===== src/rtl/wb_stage.sv =====
// wb_stage: writeback stage with byte-lane 32x32 register file and write-through reads.
// Define WB_DEBUG_TRACE_EN to add the debug_wb_* trace ports.
module wb_stage (
  input  logic        clk,
  input  logic        resetn,
  output logic        ws_allowin,
  input  logic        ms_to_ws_valid,
  input  logic [72:0] ms_to_ws_bus,
  input  logic [4:0]  rf_raddr1,
  input  logic [4:0]  rf_raddr2,
  output logic [31:0] rf_rdata1,
  output logic [31:0] rf_rdata2,
  output logic [41:0] ws_fwd_bus
`ifdef WB_DEBUG_TRACE_EN
  ,
  output logic [31:0] debug_wb_pc,
  output logic [3:0]  debug_wb_rf_wen,
  output logic [4:0]  debug_wb_rf_wnum,
  output logic [31:0] debug_wb_rf_wdata
`endif
);
  logic        ws_valid_q, ws_valid_d;
  logic [72:0] bus_q, bus_d;
  logic [31:0] rf_q [32];
  logic [31:0] rf_d [32];
  logic        ws_ready_go;
  logic [3:0]  rf_we;
  logic [4:0]  dest;
  logic [31:0] result;
  logic [31:0] pc;
  logic        wr_en;
  assign ws_ready_go = 1'b1;
  assign {rf_we, dest, result, pc} = bus_q;
  assign ws_allowin = !ws_valid_q || ws_ready_go;
  assign wr_en = ws_valid_q && (rf_we != 4'b0000) && (dest != 5'd0);
  always_comb begin
    ws_valid_d = ws_allowin ? ms_to_ws_valid : ws_valid_q;
    bus_d = (ms_to_ws_valid && ws_allowin) ? ms_to_ws_bus : bus_q;
    rf_d = rf_q;
    for (int i = 0; i < 4; i++)
      if (wr_en && rf_we[i]) rf_d[dest][8*i +: 8] = result[8*i +: 8];
    rf_d[0] = '0;
  end
  always_ff @(posedge clk or negedge resetn) begin
    if (!resetn) begin
      ws_valid_q <= 1'b0;
      bus_q <= '0;
      rf_q <= '{default: '0};
    end else begin
      ws_valid_q <= ws_valid_d;
      bus_q <= bus_d;
      rf_q <= rf_d;
    end
  end
  // rf_d already holds the byte-merged value of the register being written
  assign rf_rdata1 = (rf_raddr1 == 5'd0) ? '0 : rf_d[rf_raddr1];
  assign rf_rdata2 = (rf_raddr2 == 5'd0) ? '0 : rf_d[rf_raddr2];
  assign ws_fwd_bus = {ws_valid_q, rf_we & {4{ws_valid_q}}, dest, result};
`ifdef WB_DEBUG_TRACE_EN
  assign debug_wb_pc = pc;
  assign debug_wb_rf_wen = rf_we & {4{ws_valid_q && (dest != 5'd0)}};
  assign debug_wb_rf_wnum = dest;
  assign debug_wb_rf_wdata = result;
`endif
endmodule


===== config.mk =====
export PLATFORM = sky130hd
export DESIGN_NAME = wb_stage
export DESIGN_NICKNAME = d
export VERILOG_FILES = /design/src/rtl/wb_stage.sv
export SDC_FILE = /design/constraint.sdc
export NUM_CORES = 2
export LEC_CHECK = 0
export BUFFER_PORTS_ARGS = -buffer_cell sky130_fd_sc_hd__buf_2
export CORE_UTILIZATION = 40
export CTS_CLUSTER_SIZE = 8
export DETAILED_ROUTE_END_ITERATION = 7
export PLACE_DENSITY = 0.58
export REMOVE_ABC_BUFFERS = 1
export SLEW_MARGIN = 0
export SYNTH_ARGS = -nofsm -noshare
export SYNTH_HDL_FRONTEND = slang
export SYNTH_SLANG_ARGS = --single-unit

===== constraint.sdc =====
create_clock -name clk -period 5.3 [get_ports clk]
set_input_delay 1.06 -clock clk [delete_from_list [all_inputs] [get_ports clk]]
set_output_delay 1.06 -clock clk [all_outputs]
set_load 0.05 [all_outputs]

==> flow_summary.yaml <==
power_and_ir_drop:
  p_total_mw: 27.7
  power.net_switching_mw: 9.99
  switching_share_pct: 36.1
  pwr_density_cell_nw_per_um2: 360
  p_seq_share_pct: 37.9
  comb_power_share_pct: 29.4
  clkPwrFrac_pct: 32.7
  p_leak_nw: 35.0
  ir_worst_vdd_uv: 354
  p_int_mw: 17.7
synthesis:
  synth-async-reset-ratio_pct: 100
  synthMuxAreaShare_pct: 14.8
  synthAdderAreaFrac_pct: 0
  synthCells: 7157
  synth.avg_cell_area_um2: 8.89
  syn_area_um2: 63600
  ys_types: 103
  synth-xor-area-share_pct: 0.0826
  ys_seq_area_share_pct: 40.7
  synth.area.top_cells: "dfrtp_1, o21ai_0, mux2i_1"
  synth_edf_count: 0
  synth_seq_cells: 1034
  synth-simple-area-share_pct: 15.2
  synth_top_area_share_pct: 40.7
  yosys_warnings: 0
  synth_top_family_by_area: "compound AO/OA/AOI/OAI gates"
  yosys.area.top_type: "dfrtp_1"
  synth_compound_area_share_pct: 22.5
  ys.flop_type: "dfrtp_1"
cells_and_area:
  nFillCells: 15200
  layout-drive-gt1-share_pct: 23.3
  nets: 7557
  areaGrowthSynthToFinish_pct: 20.8
drt:
  vias: 66200
  dr.pass1.iters: 6
  drc: 0
  drt.antenna.violating_nets: 0
  first_iter_violations: 10200
  routedWlPerCell_um: 35.4
  wl_um: 340000
  via_per_inst: 6.89
global_routing:
  antenna_found_initial: 17
  grt_max_degree: 133
  grt_pass1_vias: 62700
  grt-ovfl-total: 0
  grt_use_total_pct: 41.1
  grt_pass1_wl_um: 476000
worst_setup_path:
  critPathKind: "flip-flop to primary output"
  path_max_fanout: 10
  arrival_ns: 4.39
  start_kind: "flip-flop"
  worstPathRequired_ns: 4.24
  end_kind: "primary output"
clock_network:
  worstSkewPairLatency_ns: 0.82
  cts.sinks: 1034
  htree_levels: 4
  cts_hold_buf: 0
  cts_buffers: 150
  clockBufferDepth: 3
  cts_tree: "built"
  path_clk_slew_ns: 0.05
  cts-root-buf: "clkbuf_16"
placement:
  io_buffers: 159
  place_congestion: 1.02
  hpwl_um: 234000
  place_ws_ns: -0.0919
floorplan:
  die_x_um: 401
  initial_core_util_pct: 40.2
  rows: 146
  fp.dieH_um: 401
  ios: 193
  core_area_um2: 158000
  die-area_um2: 161000
timing:
  fin_skew_ns: 0.0242
  fmax_ghz: 0.183
  hold_viol: 0
  fin_ws_ns: -0.150
  min_period_over_period_pct: 103
  slew-limit-headroom_pct: 16.0
  rsz0062_at_grt: "true"
  setup_viol: 10
  worstMarginPinSlew_ns: 1.26
  finalWorstPathRequiredPeriod_ns: 5.45
  final-max-slew-violation-count: 0
run_status:
  status: "finished, violations left"
  violations: "setup timing"
hold_path:
  hp-class: "input pin to async pin"
flow_run:
  drv_cap: 0
## metrics by stage
step | hold slack (ns) | util [%] | TNS, ns | cells | cell area, um2
after floorplan | 0.441 | - | -99.94 | 6399 | 60400
after global placement | 0.457 | 45.0 | -0.151 | 9324 | 71200
after detailed placement | 0.462 | 45.0 | -0.126 | 9324 | 71200
after CTS | 0.313 | 48.1 | -0.0480 | 9560 | 76100
after global routing | 0.340 | 48.6 | -0.239 | 9587 | 76800
final | 0.297 | 48.6 | -0.460 | 9600 | 76900
## critical path, stage by stage, from the launching register on
cell	delay (ns)
dfrtp_4	0.56
and2_1	0.50
buf_4	0.40
nand3_2	0.22
nor2_1	0.35
nor2b_1	0.09
a2111oi_1	0.54
buf_4	0.20
o31ai_1	0.17
and4_1	0.30
buf_2	0.23
## final timing paths
path                                  start       endpoint  slack (ns)  cells past startpoint
max in group asynchronous            resetn       rf_q[45]        3.56                      2
max reg2reg                       bus_q[64]      rf_q[596]        2.77                      7
max                               bus_q[65]  rf_rdata2[26]       -0.15                     10
min reg2reg                       rf_q[678]      rf_q[678]        0.48                      2
min in group clk           ms_to_ws_bus[55]      bus_q[55]        0.46                      3
min                                  resetn      rf_q[292]        0.30                      1
## Yosys cell counts, drive strengths merged (114+ instances only)
cell type / count
a211oi: 162
a21oi: 373
buf: 247
clkbuf: 511
dfrtp: 1034
inv: 301
mux2: 289
mux2i: 357
mux4: 114
nand2: 942
nand3: 185
nor2: 429
nor3: 257
o211ai: 139
o21ai: 776
## logic make-up (layout without fill, tap and decap cells)
logic type	count (synthesis)	count (layout)
mux	760	760
flops	1034	1034
other cells	1	17
compound gates	2209	2209
simple gates	2086	2086
buf+inv	1061	1416
xor+xnor	6	6
## power by group through the flow
stage                     Combinational (mW)  Sequential [mW]  Clock, mW
after floorplan                         4.12             10.5          0
after global placement                  7.45             10.5          0
after detailed placement                7.58             10.6          0
after CTS                               7.76             10.4       9.09
after global routing                    8.53             10.6       9.40
final                                   8.14             10.5       9.05
## layout by cell type, fill, tap and decap left out, drive strengths merged, types with 16 or more instances in the layout
master,count
a2111oi,47
a211o,16
a211oi,162
a21o,20
a21oi,373
a221oi,72
a22oi,39
a31oi,67
a32oi,21
and3,16
and4,21
and4b,17
buf,916
clkbuf,180
dfrtp,1034
diode,16
inv,306
mux2,289
mux2i,357
mux4,114
nand2,942
nand3,185
nand4,38
nand4b,16
nor2,429
nor3,257
nor4,33
o2111ai,39
o211a,16
o211ai,139
o21ai,776
o221ai,48
o22ai,71
o311a,21
o311ai,44
o31ai,30
o32ai,46
or3,39
## layer usage
metal | share of wire [%] | vias up | wire (um) | track usage, %
met2 | 41 | 5253 | 139000 | 57.6
met4 | 7.7 | 22 | 26300 | 27.3
li1 | - | 26900 | - | -
met3 | 13 | 1302 | 45500 | 13.6
met1 | 38 | 32600 | 129000 | 53.7
met5 | 0.046 | - | 157 | 0
## area by class of cell
class	instances	area (um2)	share of cell area (%)
multi-input combinational	5062	34400	44.7
sequential	1034	25900	33.7
timing repair buffer	920	8640	11.2
clock buffer	178	3930	5.11
tap	2072	2590	3.37
inverter	303	1150	1.50
clock inverter	15	224	0.291
antenna	16	40.0	0.0521
## timing repair
item | CTS | global route
setup buffers | 41 | 24
gates cloned | 2 | 1
hold endpoints to repair | 0 | 0
endpoints found under the setup margin | 64 | 51
resized for setup | 98 | 136
pin swaps | 18 | 27
## state kept, by name, indices dropped and copies added, names as in the netlist
register / cells
ws_valid_q: 1
rf_q: 992
bus_q: 41
Power figures use the tool's default switching activity.
